[src/rtl/ps2_entry_ctrl.sv]
// Entry sequencer between a PS/2 byte receiver and the 13-slot scan-code register stage.
// Optional macro PS2_ENTRY_PAD_EN: a short entry (1..11 digits) is padded with 8'h29 on Enter.
module ps2_entry_ctrl #(
  parameter int DEPTH        = 13,
  parameter int IDLE_TIMEOUT = 50_000_000,
  parameter int ACK_TIMEOUT  = 64,
  parameter int TW           = 26
) (
  input  logic       clk,
  input  logic       rst_n,
  input  logic       arm,
  input  logic       ps2_done,
  input  logic [7:0] ps2_in_data,
  input  logic       ps2_out_en,
  output logic       mgr_en,
  output logic       mgr_done,
  output logic [7:0] mgr_data,
  output logic       busy,
  output logic [3:0] char_cnt,
  output logic       entry_done,
  output logic       err,
  output logic       reject
);

  // Handshakes: ps2_done and ps2_out_en are single-cycle strobes, sampled on
  // the clk rising edge with no back-pressure; mgr_done is a single-cycle
  // strobe qualifying mgr_data, always followed by at least one low cycle.

  typedef enum logic [2:0] {
    S_IDLE     = 3'd0,
    S_CLEAR    = 3'd1,
    S_COLLECT  = 3'd2,
    S_SKIP     = 3'd3,
    S_REPLAY   = 3'd4,
    S_WAIT_ACK = 3'd5
  } state_t;

  localparam logic [3:0]    FULL_CNT = 4'(DEPTH - 1);
  localparam logic [3:0]    LAST_IDX = 4'(DEPTH);
  localparam logic [TW-1:0] IDLE_LIM = TW'(IDLE_TIMEOUT - 1);
  localparam logic [TW-1:0] ACK_LIM  = TW'(ACK_TIMEOUT - 1);

  localparam logic [7:0] K_BREAK = 8'hF0;
  localparam logic [7:0] K_EXT   = 8'hE0;
  localparam logic [7:0] K_ENTER = 8'h5A;
  localparam logic [7:0] K_BKSP  = 8'h66;
  localparam logic [7:0] K_ESC   = 8'h76;

  state_t        state_q, state_d;
  logic [3:0]    cnt_q, cnt_d;
  logic [TW-1:0] tmr_q, tmr_d;
  logic [3:0]    rep_idx_q, rep_idx_d;
  logic          phase_q, phase_d;
  logic [7:0]    entry_q [DEPTH];
  logic [7:0]    entry_d [DEPTH];
  logic          mgr_en_q, mgr_en_d;
  logic          mgr_done_q, mgr_done_d;
  logic [7:0]    mgr_data_q, mgr_data_d;
  logic          busy_q, busy_d;
  logic          entry_done_q, entry_done_d;
  logic          err_q, err_d;
  logic          reject_q, reject_d;

  function automatic logic is_digit(input logic [7:0] b);
    case (b)
      8'h45, 8'h16, 8'h1E, 8'h26, 8'h25, 8'h2E, 8'h36, 8'h3D, 8'h3E, 8'h46,
      8'h70, 8'h69, 8'h72, 8'h7A, 8'h6B, 8'h73, 8'h74, 8'h60, 8'h75, 8'h7D:
        is_digit = 1'b1;
      default: is_digit = 1'b0;
    endcase
  endfunction

  always_comb begin
    state_d      = state_q;
    cnt_d        = cnt_q;
    tmr_d        = tmr_q;
    rep_idx_d    = rep_idx_q;
    phase_d      = phase_q;
    entry_d      = entry_q;
    mgr_done_d   = 1'b0;
    mgr_data_d   = mgr_data_q;
    entry_done_d = 1'b0;
    err_d        = 1'b0;
    reject_d     = 1'b0;

    case (state_q)
      S_IDLE: begin
        if (arm) state_d = S_CLEAR;
      end

      S_CLEAR: begin
        cnt_d   = 4'd0;
        tmr_d   = '0;
        state_d = S_COLLECT;
      end

      S_COLLECT, S_SKIP: begin
        if (ps2_done) begin
          // A received byte always restarts the idle timer, even on a timeout tie.
          tmr_d = '0;
          if (state_q == S_SKIP) begin
            state_d = S_COLLECT;
          end else if (ps2_in_data == K_BREAK) begin
            state_d = S_SKIP;
          end else if (ps2_in_data == K_EXT) begin
            state_d = S_COLLECT;
          end else if (is_digit(ps2_in_data)) begin
            if (cnt_q < FULL_CNT) begin
              entry_d[cnt_q] = ps2_in_data;
              cnt_d          = cnt_q + 4'd1;
            end else begin
              reject_d = 1'b1;
            end
          end else if (ps2_in_data == K_BKSP) begin
            if (cnt_q != 4'd0) cnt_d = cnt_q - 4'd1;
            else               reject_d = 1'b1;
          end else if (ps2_in_data == K_ESC) begin
            cnt_d = 4'd0;
          end else if (ps2_in_data == K_ENTER) begin
            if (cnt_q == FULL_CNT) begin
              entry_d[DEPTH-1] = K_ENTER;
              rep_idx_d        = 4'd0;
              phase_d          = 1'b0;
              state_d          = S_REPLAY;
            end else begin
`ifdef PS2_ENTRY_PAD_EN
              if (cnt_q != 4'd0) begin
                for (int i = 0; i < DEPTH - 1; i++) begin
                  if (4'(i) >= cnt_q) entry_d[i] = 8'h29;
                end
                entry_d[DEPTH-1] = K_ENTER;
                rep_idx_d        = 4'd0;
                phase_d          = 1'b0;
                state_d          = S_REPLAY;
              end else begin
                reject_d = 1'b1;
              end
`else
              reject_d = 1'b1;
`endif
            end
          end
        end else if (tmr_q >= IDLE_LIM) begin
          // With nothing buffered the timer just parks at its limit.
          if (cnt_q != 4'd0) begin
            cnt_d   = 4'd0;
            tmr_d   = '0;
            err_d   = 1'b1;
            state_d = S_COLLECT;
          end
        end else begin
          tmr_d = tmr_q + TW'(1);
        end
      end

      S_REPLAY: begin
        if (!phase_q) begin
          mgr_done_d = 1'b1;
          mgr_data_d = (rep_idx_q == LAST_IDX) ? 8'h00 : entry_q[rep_idx_q];
          if (rep_idx_q == LAST_IDX) begin
            // The trailing low cycle of the last strobe is the first WAIT_ACK cycle.
            tmr_d   = '0;
            state_d = S_WAIT_ACK;
          end else begin
            phase_d = 1'b1;
          end
        end else begin
          phase_d   = 1'b0;
          rep_idx_d = rep_idx_q + 4'd1;
        end
      end

      S_WAIT_ACK: begin
        if (ps2_out_en) begin
          entry_done_d = 1'b1;
          state_d      = S_IDLE;
        end else if (tmr_q >= ACK_LIM) begin
          err_d   = 1'b1;
          state_d = S_IDLE;
        end else begin
          tmr_d = tmr_q + TW'(1);
        end
      end

      default: state_d = S_IDLE;
    endcase

    mgr_en_d = (state_d != S_CLEAR);
    busy_d   = (state_d != S_IDLE);
  end

  always_ff @(posedge clk or negedge rst_n) begin
    if (!rst_n) begin
      state_q      <= S_IDLE;
      cnt_q        <= 4'd0;
      tmr_q        <= '0;
      rep_idx_q    <= 4'd0;
      phase_q      <= 1'b0;
      mgr_en_q     <= 1'b0;
      mgr_done_q   <= 1'b0;
      mgr_data_q   <= 8'h00;
      busy_q       <= 1'b0;
      entry_done_q <= 1'b0;
      err_q        <= 1'b0;
      reject_q     <= 1'b0;
    end else begin
      state_q      <= state_d;
      cnt_q        <= cnt_d;
      tmr_q        <= tmr_d;
      rep_idx_q    <= rep_idx_d;
      phase_q      <= phase_d;
      mgr_en_q     <= mgr_en_d;
      mgr_done_q   <= mgr_done_d;
      mgr_data_q   <= mgr_data_d;
      busy_q       <= busy_d;
      entry_done_q <= entry_done_d;
      err_q        <= err_d;
      reject_q     <= reject_d;
    end
  end

  // Entry bytes carry no reset; they are only read after being written.
  always_ff @(posedge clk) begin
    entry_q <= entry_d;
  end

  assign mgr_en     = mgr_en_q;
  assign mgr_done   = mgr_done_q;
  assign mgr_data   = mgr_data_q;
  assign busy       = busy_q;
  assign char_cnt   = cnt_q;
  assign entry_done = entry_done_q;
  assign err        = err_q;
  assign reject     = reject_q;

endmodule

[config.mk]
export PLATFORM = sky130hd
export DESIGN_NAME = ps2_entry_ctrl
export DESIGN_NICKNAME = d
export VERILOG_FILES = /design/src/rtl/ps2_entry_ctrl.sv
export SDC_FILE = /design/constraint.sdc
export NUM_CORES = 1
export LEC_CHECK = 0
export ABC_CLOCK_PERIOD_IN_PS = 3000
export CORE_MARGIN = 1.5
export CORE_UTILIZATION = 35
export CTS_BUF_LIST = sky130_fd_sc_hd__clkbuf_2 sky130_fd_sc_hd__clkbuf_4 sky130_fd_sc_hd__clkbuf_8
export DETAILED_ROUTE_END_ITERATION = 8
export PLACE_DENSITY = 0.63
export SYNTH_ARGS = -nofsm -noshare
export SYNTH_HDL_FRONTEND = slang
export SYNTH_SLANG_ARGS = --single-unit
[constraint.sdc]
create_clock -name clk -period 3 [get_ports clk]
set_input_delay 0.3 -clock clk [delete_from_list [all_inputs] [get_ports clk]]
set_output_delay 0.3 -clock clk [all_outputs]
set_load 0.005 [all_outputs]
==> results by group, run 1 <==
Status
  • Status: completed

Clock network
  • Reg clk slew, reported paths: 0.10 ns
  • H-tree depth: 4
  • Setup bufs post-CTS: 0
  • CTS sink count: roughly 160
  • Root buf cell: clkbuf_8
  • CTS tree: yes
  • CTS Buf Count: 17
  • Max clock buf depth: 2
  • Worst-skew pair later-pin latency: 0.45 ns

Timing
  • Slew at the pin closest to its max-slew limit: 1.03 ns
  • Max frequency: 365 MHz
  • Slew HR: between 30 and 40%
  • WHS: 0.373 ns
  • Slew Viols, Final: 0
  • Slack of the critical path: 0.263 ns
  • Clock Skews: 0.0202 ns
  • Final-report setup violation count: 0
  • Minimum clock period: 2.74 ns
  • RSZ-0062 raised after global routing: false
  • Tcrit/Tclk final: 91.2%
  • Final hold vios: 0

Route
  • Met2 wire len: 8910 um
  • Routed WL: 18400 um
  • Vias: 5455
  • Wire length per cell: around 19 um
  • Antenna Nets Post-Route: 0
  • Wire length on met1: 8230 um
  • Pre-Repair DR Iteration Count: 5
  • Via density per instance: 5.64
  • Starting DRT DRC Count: 466
  • Routed length on met3: 938 um
  • Max layer used: met4
  • # DRC: 0

Worst setup path
  • CP startpoint kind: primary input
  • Critical Path Fanout Max: 8
  • Worst Path Arrival: 2.83 ns
  • Worst endpoint required time: 3.09 ns
  • Worst path slowest cell: clkdlybuf4s50_1
  • Critical path class: in -> reg
  • Critical Path Max Stage Delay: about 0.55 ns
  • Element type at the critical path end: flip-flop
  • CP cell instances: clkdlybuf4s50_1, nand3b_1, nor4_1, o21bai_1, buf_4, and3_1, nor3_1, and2_1

Synth
  • Flops & latches, synth: 156
  • Top cell type's share of synthesized area: 41.2%
  • Library cells used by synthesis: 72
  • Post-synth EDFFs: 104
  • Syn_nets: 630
  • Synthesis Warnings: 0
  • Mean Syn Cell Area: 12.4 um^2
  • Top cells by count, synth: 104 x edfxtp_1, 52 x dfrtp_1, 45 x nand2_1
  • Synth async-reset ratio: between 30 and 40%
  • Most common cell in the netlist: edfxtp_1
  • Synthesized cell area: 7580 um^2
  • Main synth FF type: edfxtp_1
  • Synth top area cells: edfxtp_1 41%, dfrtp_1 17%, mux4_2 7.1%
  • Largest area contributor in the netlist: edfxtp_1
  • Cells after synthesis: 609
  • Seq/Total Area, Yosys: 58.4%

Placed design
  • Post-DP HPWL: 13300 um
  • Inst Count DP: ~940
  • RD Place Congestion: 0.892
  • Dpl ws: -0.239 ns
  • Port bufs: 30

Run
  • Max-cap violation count: 0

Floorplan
  • I/O pin count: 31
  • Initial core utilization: 35.8%
  • Core area: 21200 um^2
  • Die Y: 150 um
  • Row count: 53
  • Die Area: around 23000 um^2
  • DIE WIDTH: 150 um

Power and ir drop
  • Worst vdd ir: 0.000281 V
  • PwrDens: ~460 nW/um^2
  • Leak: 3.22 nW

Min path
  • Hold Crit Class: in -> async

Global routing
  • Largest net degree at the start of global routing: 31
  • Total global routing overflow: 0
  • Number of global-route vias before repair: 5418
  • Global-route usage over all layers: 17.4%
  • Initial antenna violation count: 0
  • First-pass GRT wire length: 29700 um

Cells and area
  • Layout Cells excl Fill: 968
  • N_diodes: 0
  • P&R area growth vs syn: 17.8%
  • Final nets: between 700 and 800
  • Layout cells sized above 1: 18.6%
-- flip-flops by register name, indices dropped and copies added (netlist names) --
register	cells
reject	1
mgr_data	8
mgr_done	1
err	1
mgr_en	1
state_q	3
rep_idx_q	4
entry_done	1
char_cnt	4
entry_q	104
phase_q	1
busy	1
tmr_q	26
-- final cells by class --
class / instances / area (um^2)
well taps: 275 / 344
fillers: 1942 / 12200
inverters: 16 / 60.1
multi-input cells: 402 / 2940
clock buffers: 17 / 234
flip-flops and latches: 156 / 4420
clock inverters: 15 / 186
repair buffers: 87 / 738
-- report_power, final --
part,leakage [nW],total (W),switching [W],internal [W]
clock network,0.212,0.00159,0.000938,0.000649
logic,1.37,0.000217,0.000131,0.0000852
registers,1.64,0.00232,0.0000104,0.00231
total,3.22,0.00412,0.00108,0.00304
-- kinds of logic (layout without fill, tap and decap cells) --
logic type / Yosys count / count (layout) / share of synthesized area (%)
AOI/OAI and AO/OA: 140 / 140 / 12.8
xor gates and xnor gates: 2 / 2 / 0.231
adders and majority gates: 8 / 8 / 1.32
buffers and inverters: 51 / 135 / 3.00
DFF: 156 / 156 / 58.4
muxes: 27 / 27 / 7.54
and+or+nand+nor: 225 / 225 / 16.7
-- final timing paths --
check / from / endpoint / slack [ns] / cells past startpoint
worst max-delay path: ps2_in_data[3] / entry_q[67] / 0.26 / 8
max in group asynchronous: rst_n / rep_idx_q[2] / 1.85 / 3
worst min register to register: mgr_data[1] / mgr_data[1] / 0.49 / 1
min in group clk: arm / mgr_en / 0.42 / 2
worst max register to register: char_cnt[0] / tmr_q[4] / 0.35 / 8
worst min-delay path: rst_n / tmr_q[21] / 0.37 / 2
-- repair_timing --
action	CTS	global route
resized for setup	0	2
hold endpoints to repair	23	0
hold buffers	1	0
endpoints found under the setup margin	0	15
-- layer usage --
metal | up-vias | global-route usage (%)
li1 | 2516 | -
met1 | 2736 | 23.4
met2 | 176 | 27.1
met3 | 27 | 4.18
met4 | 0 | 6.67
met5 | - | 0
-- worst max-delay path: cells and delay by family --
kind / cells / cell delay (ns)
AO/OA/AOI/OAI: 1 / 0.18
AND/OR/NAND/NOR: 5 / 1.59
buffers and inverters: 2 / 0.74
-- cells in the final DEF (no fill, tap or decap), types with 5 or more instances in the layout --
cell             synthesis  final
nand3b_1                 5      5
or4_1                    9      9
nand4_1                 11     11
nor2_1                  31     30
a211oi_1                15     15
nand3_1                 20     20
clkdlybuf4s50_1          0     29
clkinv_8                 0      5
clkbuf_8                 0     17
inv_8                    0      7
nand2b_1                 7      7
nor3_1                  15     14
mux4_2                  24     24
o21ai_0                 19     19
a21o_1                   8      8
o31ai_1                 11     11
dfrtp_1                 52     52
edfxtp_1               104    104
buf_4                    1     55
ha_1                     8      8
nor4_1                  10     10
nand2_1                 45     45
a31oi_1                 15     15
nor3b_1                  7      7
and2_1                   8      8
a21oi_1                 38     38
and3_1                  11     11
nor2b_1                 21     21
inv_1                   15     15
-- stage by stage --
stage                     util (%)  total power [W]  setup TNS [ns]  cell area, um^2
after floorplan                  -          0.00244               0             7580
after detailed placement      40.1          0.00258          -10.61             8490
after global placement        40.1          0.00257          -0.760             8490
after CTS                     42.2          0.00415               0             8920
after global routing          42.2          0.00426               0             8930
final                         42.2          0.00412               0             8930
No activity file was read; power rests on OpenSTA's default activity.
==> run 2, diff against run 1 <==
--- a/config.mk
+++ b/config.mk
@@ -11,6 +11,7 @@
 export CTS_BUF_LIST = sky130_fd_sc_hd__clkbuf_2 sky130_fd_sc_hd__clkbuf_4 sky130_fd_sc_hd__clkbuf_8
 export DETAILED_ROUTE_END_ITERATION = 8
 export PLACE_DENSITY = 0.63
+export RECOVER_POWER = 100
 export SYNTH_ARGS = -nofsm -noshare
 export SYNTH_HDL_FRONTEND = slang
 export SYNTH_SLANG_ARGS = --single-unit
==> results by group, run 2 (synthesis results as in run 1) <==
Clock network
  • Setup bufs post-CTS: 0
  • CTS Buf Count: 17
  • CTS sink count: 156
  • Reg clk slew, reported paths: approximately 0.09 ns
  • CTS tree: yes
  • Worst-skew pair later-pin latency: 0.46 ns
  • H-tree depth: 4
  • Max clock buf depth: 2
  • Root buf cell: clkbuf_8

Worst setup path
  • Worst setup path endpoint: entry_q[36]
  • Crit path from: ps2_in_data[3]
  • R2R Path End: tmr_q[11]
  • CP startpoint kind: primary input
  • R2R Path Start: state_q[2]
  • Worst endpoint required time: 3.12 ns
  • Register-to-Register Path Depth: 7
  • Critical Path Fanout Max: 8
  • Worst Path Arrival: approximately 3 ns
  • Element type at the critical path end: flip-flop
  • FF-to-FF setup slack: 0.34 ns
  • Critical path class: in -> reg

Global routing
  • Largest net degree at the start of global routing: 31
  • Initial antenna violation count: 0
  • Global-route usage over all layers: 17.4%
  • Number of global-route vias before repair: 5418
  • Total global routing overflow: 0
  • First-pass GRT wire length: just under 30000 um

Cells and area
  • Layout cells sized above 1: 15.6%
  • Layout Cells excl Fill: 968
  • Most common cell after layout, fill and taps aside: edfxtp_1
  • P&R area growth vs syn: 16.2%
  • Max reg flops: 104
  • Largest register by flop count: entry_q
  • Core Util, Final: between 40% and 50%
  • N_diodes: 0
  • Fill count: 1966
  • Most frequent cells in the layout: 104 x edfxtp_1, 52 x dfrtp_1, 45 x nand2_1
  • Final nets: 701

Timing
  • Setup_tns: 0 ns
  • RSZ-0062 raised after global routing: false
  • Tcrit/Tclk final: 96.1%
  • Slew HR: a little over an eighth
  • Minimum clock period: 2.88 ns
  • Clock Skews: 0.0204 ns
  • Max frequency: 347 MHz
  • Final-report setup violation count: 0
  • Final hold vios: 0
  • Slew Viols, Final: 0
  • Slew at the pin closest to its max-slew limit: 1.30 ns

Route
  • Via density per instance: 5.65
  • Antenna Nets Post-Route: 0
  • # DRC: 0
  • Pre-Repair DR Iteration Count: 6
  • Starting DRT DRC Count: 486
  • Wire length per cell: about 19 um
  • Routed WL: 18400 um
  • Vias: between 5000 and 6000

Run
  • Max-cap violation count: 0

Power and ir drop
  • Worst vdd ir: 0.000284 V
  • PwrDens: around 470 nW/um^2
  • Leak: 3.19 nW

Placed design
  • Post-DP HPWL: 13300 um
  • Port bufs: 30
  • Inst Count DP: 935
  • RD Place Congestion: 0.892

Min path
  • Hold Crit Class: in -> reg

Floorplan
  • Core area: 21200 um^2
  • DIE WIDTH: 150 um
  • Die Area: 22600 um^2
  • Row count: between 50 and 60
  • Die Y: 150 um
  • I/O pin count: 31
  • Initial core utilization: 35.8%

Status
  • Status: completed
==> run 2: cell count changes in the layout (fill, tap and decap cells not counted), sizes merged <==
cell / before / now
dlygate4sd3: 1 / 23
clkdlybuf4s50: 29 / 7
clkbuf: 17 / 42
buf: 57 / 32
==> run 2: how the worst min path moves through the flow <==
stage / slack [ns] / endpoint / from / cells after the start
6_report: 0.42 / mgr_en / arm / 2
5_1_grt: 0.43 / mgr_en / arm / 2
4_1_cts: 0.36 / tmr_q[20] / rst_n / 2
3_5_place_dp: 0.33 / tmr_q[20] / rst_n / 1
3_3_place_gp: 0.31 / tmr_q[20] / rst_n / 1
2_1_floorplan: 0.004 / busy / rst_n / 0
==> run 2: cell type report <==
| cell class | instances | area, um^2 | area share [%] |
|---|---|---|---|
| clock buffer | 17 | 234 | 2.66 |
| clock inverter | 15 | 186 | 2.12 |
| inverter | 16 | 60.1 | 0.682 |
| multi-input combinational | 402 | 2920 | 33.1 |
| sequential | 156 | 4420 | 50.2 |
| tap | 275 | 344 | 3.91 |
| timing repair buffer | 87 | 646 | 7.33 |
==> run 2: worst max-delay path, stage by stage <==
cell and delay [ns]:
clkdlybuf4s50_1 0.64, clkbuf_1 0.41, nor3b_1 0.11, buf_4 0.15, o41ai_1 0.49, buf_4 0.26
and3_1 0.21, nor3_1 0.08, and2_0 0.35
==> run 2: power by group <==
part,internal (W),switching [W]
sequential,0.00231,0.0000101
combinational,0.0000718,0.000131
clock,0.000649,0.000942
==> run 2: what timing repair did <==
| action | in CTS | in global routing |
|---|---|---|
| hold buffers | 1 | 0 |
| hold endpoints to repair | 23 | 0 |
| gates resized for setup | 0 | 2 |
| endpoints found under the setup margin | 0 | 15 |
==> run 2: through the flow <==
step	hold WS [ns]	instance area, um^2	total power (W)	setup WS, ns
finish	0.418	8810	0.00411	0.117
global route	0.430	8810	0.00425	0.0422
CTS	0.364	8920	0.00415	0.228
detailed placement	0.331	8490	0.00258	-0.239
global placement	0.314	8490	0.00257	-0.0701
floorplan	0.00441	7580	0.00244	0.0463
==> run 2: per-layer routing <==
layer	wire length, um	GRT usage, %	vias to the layer above
met5	0	0	-
met4	397	6.67	0
met3	1070	4.18	27
li1	-	-	2522
met2	8890	27.1	194
met1	8070	23.4	2722
